## config.mk

```make
export PLATFORM = sky130hd
export DESIGN_NAME = reg_scoreboard_flat
export DESIGN_NICKNAME = d
export VERILOG_FILES = /design/src/rtl/reg_scoreboard_if.sv /design/src/rtl/reg_scoreboard.sv /design/src/flat_wrapper.sv
export SDC_FILE = /design/constraint.sdc
export NUM_CORES = 1
export LEC_CHECK = 0
export BUFFER_PORTS_ARGS = -buffer_cell sky130_fd_sc_hd__buf_2
export CAP_MARGIN = 10
export CORE_UTILIZATION = 55
export DETAILED_ROUTE_END_ITERATION = 16
export HOLD_SLACK_MARGIN = 0.1
export MAX_ROUTING_LAYER = met4
export PLACE_DENSITY = 0.75
export SLEW_MARGIN = 20
export SYNTH_ARGS = -nofsm -noshare
export SYNTH_HDL_FRONTEND = slang
export SYNTH_SLANG_ARGS = --single-unit
```

## constraint.sdc

```tcl
create_clock -name clk -period 5.9 [get_ports clk]
set_clock_uncertainty 0.1 [all_clocks]
set_input_delay 0.295 -clock clk [delete_from_list [all_inputs] [get_ports clk]]
set_output_delay 0.295 -clock clk [all_outputs]
set_load 0.01 [all_outputs]
```

## src/rtl/reg_scoreboard_if.sv

```systemverilog
// rtl/reg_scoreboard_if.sv - decode, retire and status bundle of the register scoreboard
interface reg_scoreboard_if #(
  parameter int NREG = 32,
  parameter int AW   = 5
);
  logic            dec_valid;
  logic [AW-1:0]   dec_rs;
  logic [AW-1:0]   dec_rd;
  logic            dec_uses_rs;
  logic            dec_uses_rd;
  logic            dec_writes;
  logic            flush;
  logic            wb_valid;
  logic [AW-1:0]   wb_rd;
  logic            dec_stall;
  logic            issue;
  logic [NREG-1:0] pending_mask;
  logic [7:0]      inflight_cnt;
  logic            err_underflow;

  modport master (
    output dec_valid, dec_rs, dec_rd, dec_uses_rs, dec_uses_rd, dec_writes,
    output flush, wb_valid, wb_rd,
    input  dec_stall, issue, pending_mask, inflight_cnt, err_underflow
  );

  modport slave (
    input  dec_valid, dec_rs, dec_rd, dec_uses_rs, dec_uses_rd, dec_writes,
    input  flush, wb_valid, wb_rd,
    output dec_stall, issue, pending_mask, inflight_cnt, err_underflow
  );
endinterface

```

## src/rtl/reg_scoreboard.sv

```systemverilog
// rtl/reg_scoreboard.sv - per-register pending-write counters that stall decode on hazards
module reg_scoreboard #(
  parameter int NREG           = 32,
  parameter int AW             = 5,
  parameter int CW             = 2,
  parameter int ZERO_HARDWIRED = 1
) (
  input  logic             clk,
  input  logic             rst,
  reg_scoreboard_if.slave  bus
);
  localparam logic [CW-1:0] CNT_MAX = '1;

  logic [CW-1:0] cnt [NREG];
  logic [7:0]    inflight_q;
  logic          err_q;
  logic [CW-1:0] cnt_rs;
  logic [CW-1:0] cnt_rd;
  logic [CW-1:0] cnt_wb;
  logic          hazard;
  logic          structural;
  logic          stall;
  logic          issue;
  logic          mark;
  logic          retire_req;
  logic          retire;
  logic [NREG-1:0] pend;

  always_comb begin
    cnt_rs     = cnt[bus.dec_rs];
    cnt_rd     = cnt[bus.dec_rd];
    cnt_wb     = cnt[bus.wb_rd];
    hazard     = (bus.dec_uses_rs && (cnt_rs != '0)) || (bus.dec_uses_rd && (cnt_rd != '0));
    structural = bus.dec_writes && (cnt_rd == CNT_MAX);
    // Gating with rst keeps both handshake outputs quiet while reset is held.
    stall      = rst && bus.dec_valid && !bus.flush && (hazard || structural);
    issue      = rst && bus.dec_valid && !bus.flush && !stall;
    mark       = issue && bus.dec_writes && !((ZERO_HARDWIRED != 0) && (bus.dec_rd == '0));
    retire_req = bus.wb_valid && !bus.flush && !((ZERO_HARDWIRED != 0) && (bus.wb_rd == '0));
    retire     = retire_req && (cnt_wb != '0);
  end

  always_comb begin
    pend = '0;
    for (int i = 0; i < NREG; i++) begin
      pend[i] = (cnt[i] != '0);
    end
  end

  always_ff @(posedge clk or negedge rst) begin
    if (!rst) begin
      for (int i = 0; i < NREG; i++) begin
        cnt[i] <= '0;
      end
      inflight_q <= '0;
      err_q      <= 1'b0;
    end else begin
      if (retire_req && (cnt_wb == '0)) begin
        err_q <= 1'b1;
      end
      if (bus.flush) begin
        for (int i = 0; i < NREG; i++) begin
          cnt[i] <= '0;
        end
        inflight_q <= '0;
      end else begin
        // A mark and a retire landing on the same register cancel out.
        for (int i = 0; i < NREG; i++) begin
          if (mark && (bus.dec_rd == AW'(i)) && !(retire && (bus.wb_rd == AW'(i)))) begin
            cnt[i] <= cnt[i] + CW'(1);
          end else if (retire && (bus.wb_rd == AW'(i)) && !(mark && (bus.dec_rd == AW'(i)))) begin
            cnt[i] <= cnt[i] - CW'(1);
          end
        end
        case ({mark, retire})
          2'b10:   inflight_q <= inflight_q + 8'd1;
          2'b01:   inflight_q <= inflight_q - 8'd1;
          default: inflight_q <= inflight_q;
        endcase
      end
    end
  end

  assign bus.dec_stall     = stall;
  assign bus.issue         = issue;
  assign bus.pending_mask  = pend;
  assign bus.inflight_cnt  = inflight_q;
  assign bus.err_underflow = err_q;
endmodule

```

## src/flat_wrapper.sv

```systemverilog
// flat-port wrapper written by rule: the top's interface ports become plain ports
module reg_scoreboard_flat 
#(
  parameter int NREG           = 32,
  parameter int AW             = 5,
  parameter int CW             = 2,
  parameter int ZERO_HARDWIRED = 1
)
  (clk, rst, bus_dec_valid, bus_dec_rs, bus_dec_rd, bus_dec_uses_rs, bus_dec_uses_rd, bus_dec_writes, bus_flush, bus_wb_valid, bus_wb_rd, bus_dec_stall, bus_issue, bus_pending_mask, bus_inflight_cnt, bus_err_underflow);
  reg_scoreboard_if #(.NREG(NREG), .AW(AW)) bus_i ();
  input  logic clk;
  input  logic rst;
  input wire logic [$bits(bus_i.dec_valid)-1:0] bus_dec_valid;
  input wire logic [$bits(bus_i.dec_rs)-1:0] bus_dec_rs;
  input wire logic [$bits(bus_i.dec_rd)-1:0] bus_dec_rd;
  input wire logic [$bits(bus_i.dec_uses_rs)-1:0] bus_dec_uses_rs;
  input wire logic [$bits(bus_i.dec_uses_rd)-1:0] bus_dec_uses_rd;
  input wire logic [$bits(bus_i.dec_writes)-1:0] bus_dec_writes;
  input wire logic [$bits(bus_i.flush)-1:0] bus_flush;
  input wire logic [$bits(bus_i.wb_valid)-1:0] bus_wb_valid;
  input wire logic [$bits(bus_i.wb_rd)-1:0] bus_wb_rd;
  output wire logic [$bits(bus_i.dec_stall)-1:0] bus_dec_stall;
  output wire logic [$bits(bus_i.issue)-1:0] bus_issue;
  output wire logic [$bits(bus_i.pending_mask)-1:0] bus_pending_mask;
  output wire logic [$bits(bus_i.inflight_cnt)-1:0] bus_inflight_cnt;
  output wire logic [$bits(bus_i.err_underflow)-1:0] bus_err_underflow;
  assign bus_i.dec_valid = bus_dec_valid;
  assign bus_i.dec_rs = bus_dec_rs;
  assign bus_i.dec_rd = bus_dec_rd;
  assign bus_i.dec_uses_rs = bus_dec_uses_rs;
  assign bus_i.dec_uses_rd = bus_dec_uses_rd;
  assign bus_i.dec_writes = bus_dec_writes;
  assign bus_i.flush = bus_flush;
  assign bus_i.wb_valid = bus_wb_valid;
  assign bus_i.wb_rd = bus_wb_rd;
  assign bus_dec_stall = bus_i.dec_stall;
  assign bus_issue = bus_i.issue;
  assign bus_pending_mask = bus_i.pending_mask;
  assign bus_inflight_cnt = bus_i.inflight_cnt;
  assign bus_err_underflow = bus_i.err_underflow;
  reg_scoreboard #(.NREG(NREG), .AW(AW), .CW(CW), .ZERO_HARDWIRED(ZERO_HARDWIRED)) u_core (.clk(clk), .rst(rst), .bus(bus_i));
endmodule
```

# Yosys cells after proc, flatten, opt, wreduce, memory -nomap -nowiden
# Index checks and enable logic that the tools add are counted.
[op_classes]
addsub = 66
bitwise = 3
reduce_logical = 282
n_mux = 76
order_cmp = 3
eq_ne = 65
[op_table]
columns = ["op", "count"]
rows = [
  ["$eq 5x5->1 const B", 32],
  ["$logic_and 1x1->1", 141],
  ["$mux 2", 70],
  ["$reduce_bool 3->1", 33],
  ["$eq 5x4->1 const B", 16],
  ["$reduce_bool 2->1", 35],
  ["$logic_not 1->1", 68],
  ["$add 2x1->2 const B", 32],
  ["$mux 64", 1],
  ["$sub 2x1->2 const B", 32],
  ["$eq 5x3->1 const B", 8],
  ["$bmux 2 s5", 3],
  ["$eq 5x2->1 const B", 4],
  ["$ge 6x6->1 const B", 3],
  ["$not 5->6", 3],
  ["$pmux 8 s2", 1],
  ["$eq 5x1->1 const B", 2],
  ["$logic_not 5->1", 2],
  ["$add 8x1->8 const B", 1],
  ["$mux 8", 1],
  ["$sub 8x1->8 const B", 1],
  ["$eq 2x2->1 const B", 2],
  ["$eq 2x1->1 const B", 1],
  ["$logic_not 2->1", 1],
  ["$logic_or 1x1->1", 2],
]
[totals]
reg_bits = 73
output_inout_bits = 43

# Logic depth before layout (Yosys ltp)
[depth]
depth_word = 19
ltp_mapped = 20
mapped_depth_nobuf = 17

# Least setup slack after synthesis
# No wires, ideal clock.
[synth_timing]
kind = "flip-flop to flip-flop"
from = "reg u_core.cnt[24] in the netlist's numbering"
to = "reg u_core.inflight_q[7] (netlist: u_core.bus.inflight_cnt[7])"
setup_time_ps = 136
path_slack_ps = 1700
required_time_ps = 5664
stages_incl_launch_ff = 19
arrival_ps = 3965
period_less_slack_ps = 4200
cell_sequence = "dfrtp_1 > or2_1 > mux2_2 > mux4_2 > a22oi_2 > o311a_2 > and2_1 > buf_4 > buf_2 > nor2_1 > ha_1 > a21o_1 > a21oi_1 > o21bai_1 > a21oi_1 > o21ai_0 > or2_2 > o2111ai_1 > o211ai_1"
[synth_via]
elab_chain_len = 15
[synth_lines]
columns = ["item", "line_no", "source"]
rows = [
  ["start, declared", "reg_scoreboard.sv:14", "logic [CW-1:0] cnt [NREG];"],
  ["start signal, assigned by index", "reg_scoreboard.sv:70", "cnt[i] <= cnt[i] + CW'(1);"],
  ["start signal, assigned by index", "reg_scoreboard.sv:72", "cnt[i] <= cnt[i] - CW'(1);"],
  ["$bmux 2 s5 (on tied branches)", "reg_scoreboard.sv:30, reg_scoreboard.sv:31", ""],
  ["$mux 2 (on tied branches) (2 in series)", "reg_scoreboard.sv:30, reg_scoreboard.sv:31", ""],
  ["$reduce_bool 2->1", "reg_scoreboard.sv:33", "hazard = (bus.dec_uses_rs && (cnt_rs != '0)) || (bus.dec_uses_rd && (cnt_rd != '0));"],
  ["$logic_and 1x1->1", "reg_scoreboard.sv:33", ""],
  ["$logic_or 1x1->1", "reg_scoreboard.sv:33", ""],
  ["$logic_or 1x1->1", "reg_scoreboard.sv:36", "stall = rst && bus.dec_valid && !bus.flush && (hazard || structural);"],
  ["$logic_and 1x1->1", "reg_scoreboard.sv:36", ""],
  ["$logic_not 1->1", "reg_scoreboard.sv:37", "issue = rst && bus.dec_valid && !bus.flush && !stall;"],
  ["$logic_and 1x1->1", "reg_scoreboard.sv:37", ""],
  ["$logic_and 1x1->1 (2 in series)", "reg_scoreboard.sv:38", "mark = issue && bus.dec_writes && !((ZERO_HARDWIRED != 0) && (bus.dec_rd == '0));"],
  ["$eq 2x1->1 / $eq 2x2->1 (equally long branches)", "reg_scoreboard.sv:75", "case ({mark, retire})"],
  ["$pmux 8 s2", "reg_scoreboard.sv:75", ""],
  ["$mux 8", "reg_scoreboard.sv:61", "if (bus.flush) begin"],
  ["end signal, assigned", "reg_scoreboard.sv:76", "2'b10: inflight_q <= inflight_q + 8'd1;"],
  ["end signal, assigned", "reg_scoreboard.sv:77", "2'b01: inflight_q <= inflight_q - 8'd1;"],
  ["end signal, assigned", "reg_scoreboard.sv:78", "default: inflight_q <= inflight_q;"],
  ["end, declared", "reg_scoreboard.sv:15", "logic [7:0] inflight_q;"],
]
# Parallel ways exist; a longest one is shown, timed or not. The select of a mux whose other input is x is not followed.
# A chain may end at the register's enable or synchronous reset.

# Final worst setup path
[layout_timing]
from = "reg u_core.cnt[46] in the netlist's numbering"
to = "reg u_core.inflight_q[7] (netlist: u_core.bus.inflight_cnt[7])"
# Same word-level chain as after synthesis.

==> results.sh <==
export IMPL_result_of_the_run="completed"
export IMPL_place_congestion=0.9507
export IMPL_dpl_hpwl_um=14850
export IMPL_cts_repair_resize_count=0
export IMPL_worst_skew_pair_late_latency_ns=0.39
export IMPL_grt_total_usage_pct=38.64
export IMPL_reg2reg_depth=16
export IMPL_critPathCaptureType="register"
export IMPL_num_rows=38
export IMPL_routed_via_count=6269
export IMPL_post_synth_top_area_share_pct=29.51
export IMPL_unrepaired_setup_endpoints_after_global_routing="false"
export IMPL_first_pass_iters=5
export IMPL_final_setup_viol_count=0
export IMPL_wire_length_of_the_first_global_routing_pass_um=32670
export IMPL_total_number_of_yosys_warnings=0
export IMPL_critical_path_required_ns=6.06
export IMPL_synth_largest_area_cell="dfrtp_1"
export IMPL_drt_initial_drc_count=615
export IMPL_grt_start_max_net_pins=67
export IMPL_cts_htree_levels=3
export IMPL_overflow=0
export IMPL_synth_sequential_area_ratio_pct=29.51
export IMPL_cts_made_buffers=9
export IMPL_leakage_nw=2.970
export IMPL_critical_path_peak_fanout=23
export IMPL_layout_cells_most_common_list="73 x nor2_1, 73 x dfrtp_1, 64 x buf_2, 52 x nor3_1, 49 x a21oi_1"
export IMPL_final_critical_path_time_including_i_o_delays_and_setup_ns=4.632
export IMPL_final_hold_violation_count=0
export IMPL_grt_pass1_vias=5944
export IMPL_tritoncts="built"
export IMPL_portBuffers=65
export IMPL_relative_area_change_from_synthesis_to_final_layout_pct=8.468
export IMPL_synth_main_ff_cell="dfrtp_1"
export IMPL_final_cell_area_mm2=0.006715
export IMPL_drc=0
export IMPL_final_net_count=790
export IMPL_drive_above_1_share_pct=18.72
export IMPL_min_period_over_period_pct=78.51
export IMPL_reg2reg_from="u_core.cnt[46]"
export IMPL_fmax_mhz=215.9
export IMPL_cap_violations=0
export IMPL_tightestPinTransition_ns=0.8533
export IMPL_finalWirelength_um=21160
export IMPL_maxSlewViolCount=0
export IMPL_finalSetupTns_ns=0
export IMPL_r2r_setup_slack_ns=1.27
export IMPL_syn_nets=764
export IMPL_setup_slack_ns=1.268
export IMPL_critPathKind="reg2reg"
export IMPL_dpl_instance_area_mm2=0.006474
export IMPL_yosys_top_cells_area="dfrtp_1 30%, mux4_2 5.5%, nor2_1 4.4%"
export IMPL_detail_route_vias_per_cell=6.927
export IMPL_post_place_ws_ns=1.202
export IMPL_timing_critical_path_arrival_ns=4.80
export IMPL_cts_hold_buffers_added=1
export IMPL_pin_count=66
export IMPL_coreArea_mm2=0.01089
export IMPL_layout_filler_cells=1021
export IMPL_postSynth_asyncResetShare_pct=100.0
export IMPL_grt_antenna_before_repair=0
export IMPL_cts_num_sinks=73
export IMPL_netlist_instances=733
export IMPL_fp_dieArea_mm2=0.01168
export IMPL_clockBufferDepth=2
export IMPL_dieWidth_um=108.1
export IMPL_ff_latch_area_mm2=0.001827
export IMPL_cellPowerDensity_mw_per_mm2=184.5
export IMPL_worst_setup_hold_path_clk_slew_ns=0.08
export IMPL_dieHeight_um=108.1
export IMPL_synth_enable_flop_cells=0
export IMPL_power_mw=1.239
export IMPL_clockRootBuffer="clkbuf_8"
export IMPL_synthDistinctLibCells=75
export IMPL_whs_ns=0.3151
export IMPL_max_slew_margin_pct=42.95
export IMPL_drt_antenna_violating_nets=0
export IMPL_vdd_drop_max_uv=162.6
export IMPL_critical_path_startpoint_type="register"
export IMPL_netlist_area_pre_place_mm2=0.006191
export IMPL_multi_input_comb_area_mm2=0.003968
export IMPL_initial_utilization_pct=56.86
export IMPL_routed_wire_length_per_instance_um=23.38
export IMPL_worst_hold_path_type="in2async"
export IMPL_cts_repair_timing_setup_buffer_count=0
export IMPL_ys_ff_latch=73
export IMPL_syn_avg_cell_area_um2=8.446
export IMPL_crit_reg2reg_capture="u_core.bus.inflight_cnt[7]"
==> cell type report <==
cell class | instances | share of cell area [%]
Clock inverter | 5 | 1.155
Antenna cell | 1 | 0.03726
Inverter | 33 | 1.845
Sequential cell | 73 | 27.20
Clock buffer | 11 | 2.255
Multi-Input combinational cell | 569 | 59.08
Tap cell | 140 | 2.609
Timing Repair Buffer | 73 | 5.813
==> state kept, by name, summed over array words and instances (netlist names) <==
name and count:
u_core.bus.inflight_cnt 8, u_core.bus.err_underflow 1, u_core.cnt 64
==> logic make-up after synthesis <==
family | count (synthesis) | share of synthesized area [%]
AND/OR/NAND/NOR | 304 | 26.68
AO/OA/AOI/OAI | 177 | 19.75
buffers and inverters | 91 | 6.407
flip-flops | 73 | 29.51
XOR/XNOR | 41 | 5.800
multiplexers | 39 | 10.13
adder cells (fa/ha/maj) | 8 | 1.738
==> stage by stage <==
step	std cells	utilization [%]
3_3_place_gp	887	59.46
3_5_place_dp	887	59.46
2_1_floorplan	733	-
6_report	905	61.68
4_1_cts	904	61.65
5_1_grt	904	61.65
==> how the worst max path moves through the flow <==
stage / slack, ns / end / cells past startpoint / startpoint
after floorplan: 1.70 / u_core.bus.inflight_cnt[7] / 18 / u_core.cnt[24]
after global placement: 1.40 / u_core.bus.inflight_cnt[7] / 17 / bus_dec_rs[0]
after detailed placement: 1.20 / u_core.bus.inflight_cnt[7] / 17 / bus_dec_rs[0]
after CTS: 1.31 / u_core.bus.inflight_cnt[7] / 16 / u_core.cnt[46]
after global routing: 1.04 / u_core.bus.inflight_cnt[7] / 16 / u_core.cnt[46]
final: 1.27 / u_core.bus.inflight_cnt[7] / 16 / u_core.cnt[46]
==> critical path, cell delays in order, from the launching register on <==
cell       delay [ns]
dfrtp_1          0.44
or2_1            0.31
mux2_2           0.28
mux4_2           0.45
mux2i_1          0.21
o311a_2          0.60
and2_1           0.24
nor2_1           0.14
ha_1             0.30
a21o_1           0.15
a21oi_1          0.22
o21bai_1         0.09
a21oi_1          0.22
o21ai_0          0.15
or2_2            0.31
o2111ai_1        0.19
o211ai_1         0.11
==> where the power goes <==
group	internal [mW]	switching [mW]
Combinational	0.0810	0.158
Sequential	0.511	0.0136
Clock	0.260	0.215
==> routing by layer <==
layer	up-vias	track usage, %	part of all wire [%]
met5	-	-	0
met4	0	18.40	3.4
met3	60	8.198	9.7
met2	375	59.24	47
met1	3057	48.51	40
li1	2777	-	-
==> synthesized netlist by cell type, types with 20 or more instances <==
cell / count
dfrtp_1: 73
nand3_1: 30
inv_1: 31
nor3_1: 52
nand2_1: 22
nand4_1: 22
buf_2: 20
xnor2_1: 25
nor2_1: 73
o21ai_0: 21
clkbuf_1: 25
a21oi_1: 49
No activity file was read; power rests on OpenSTA's default activity.
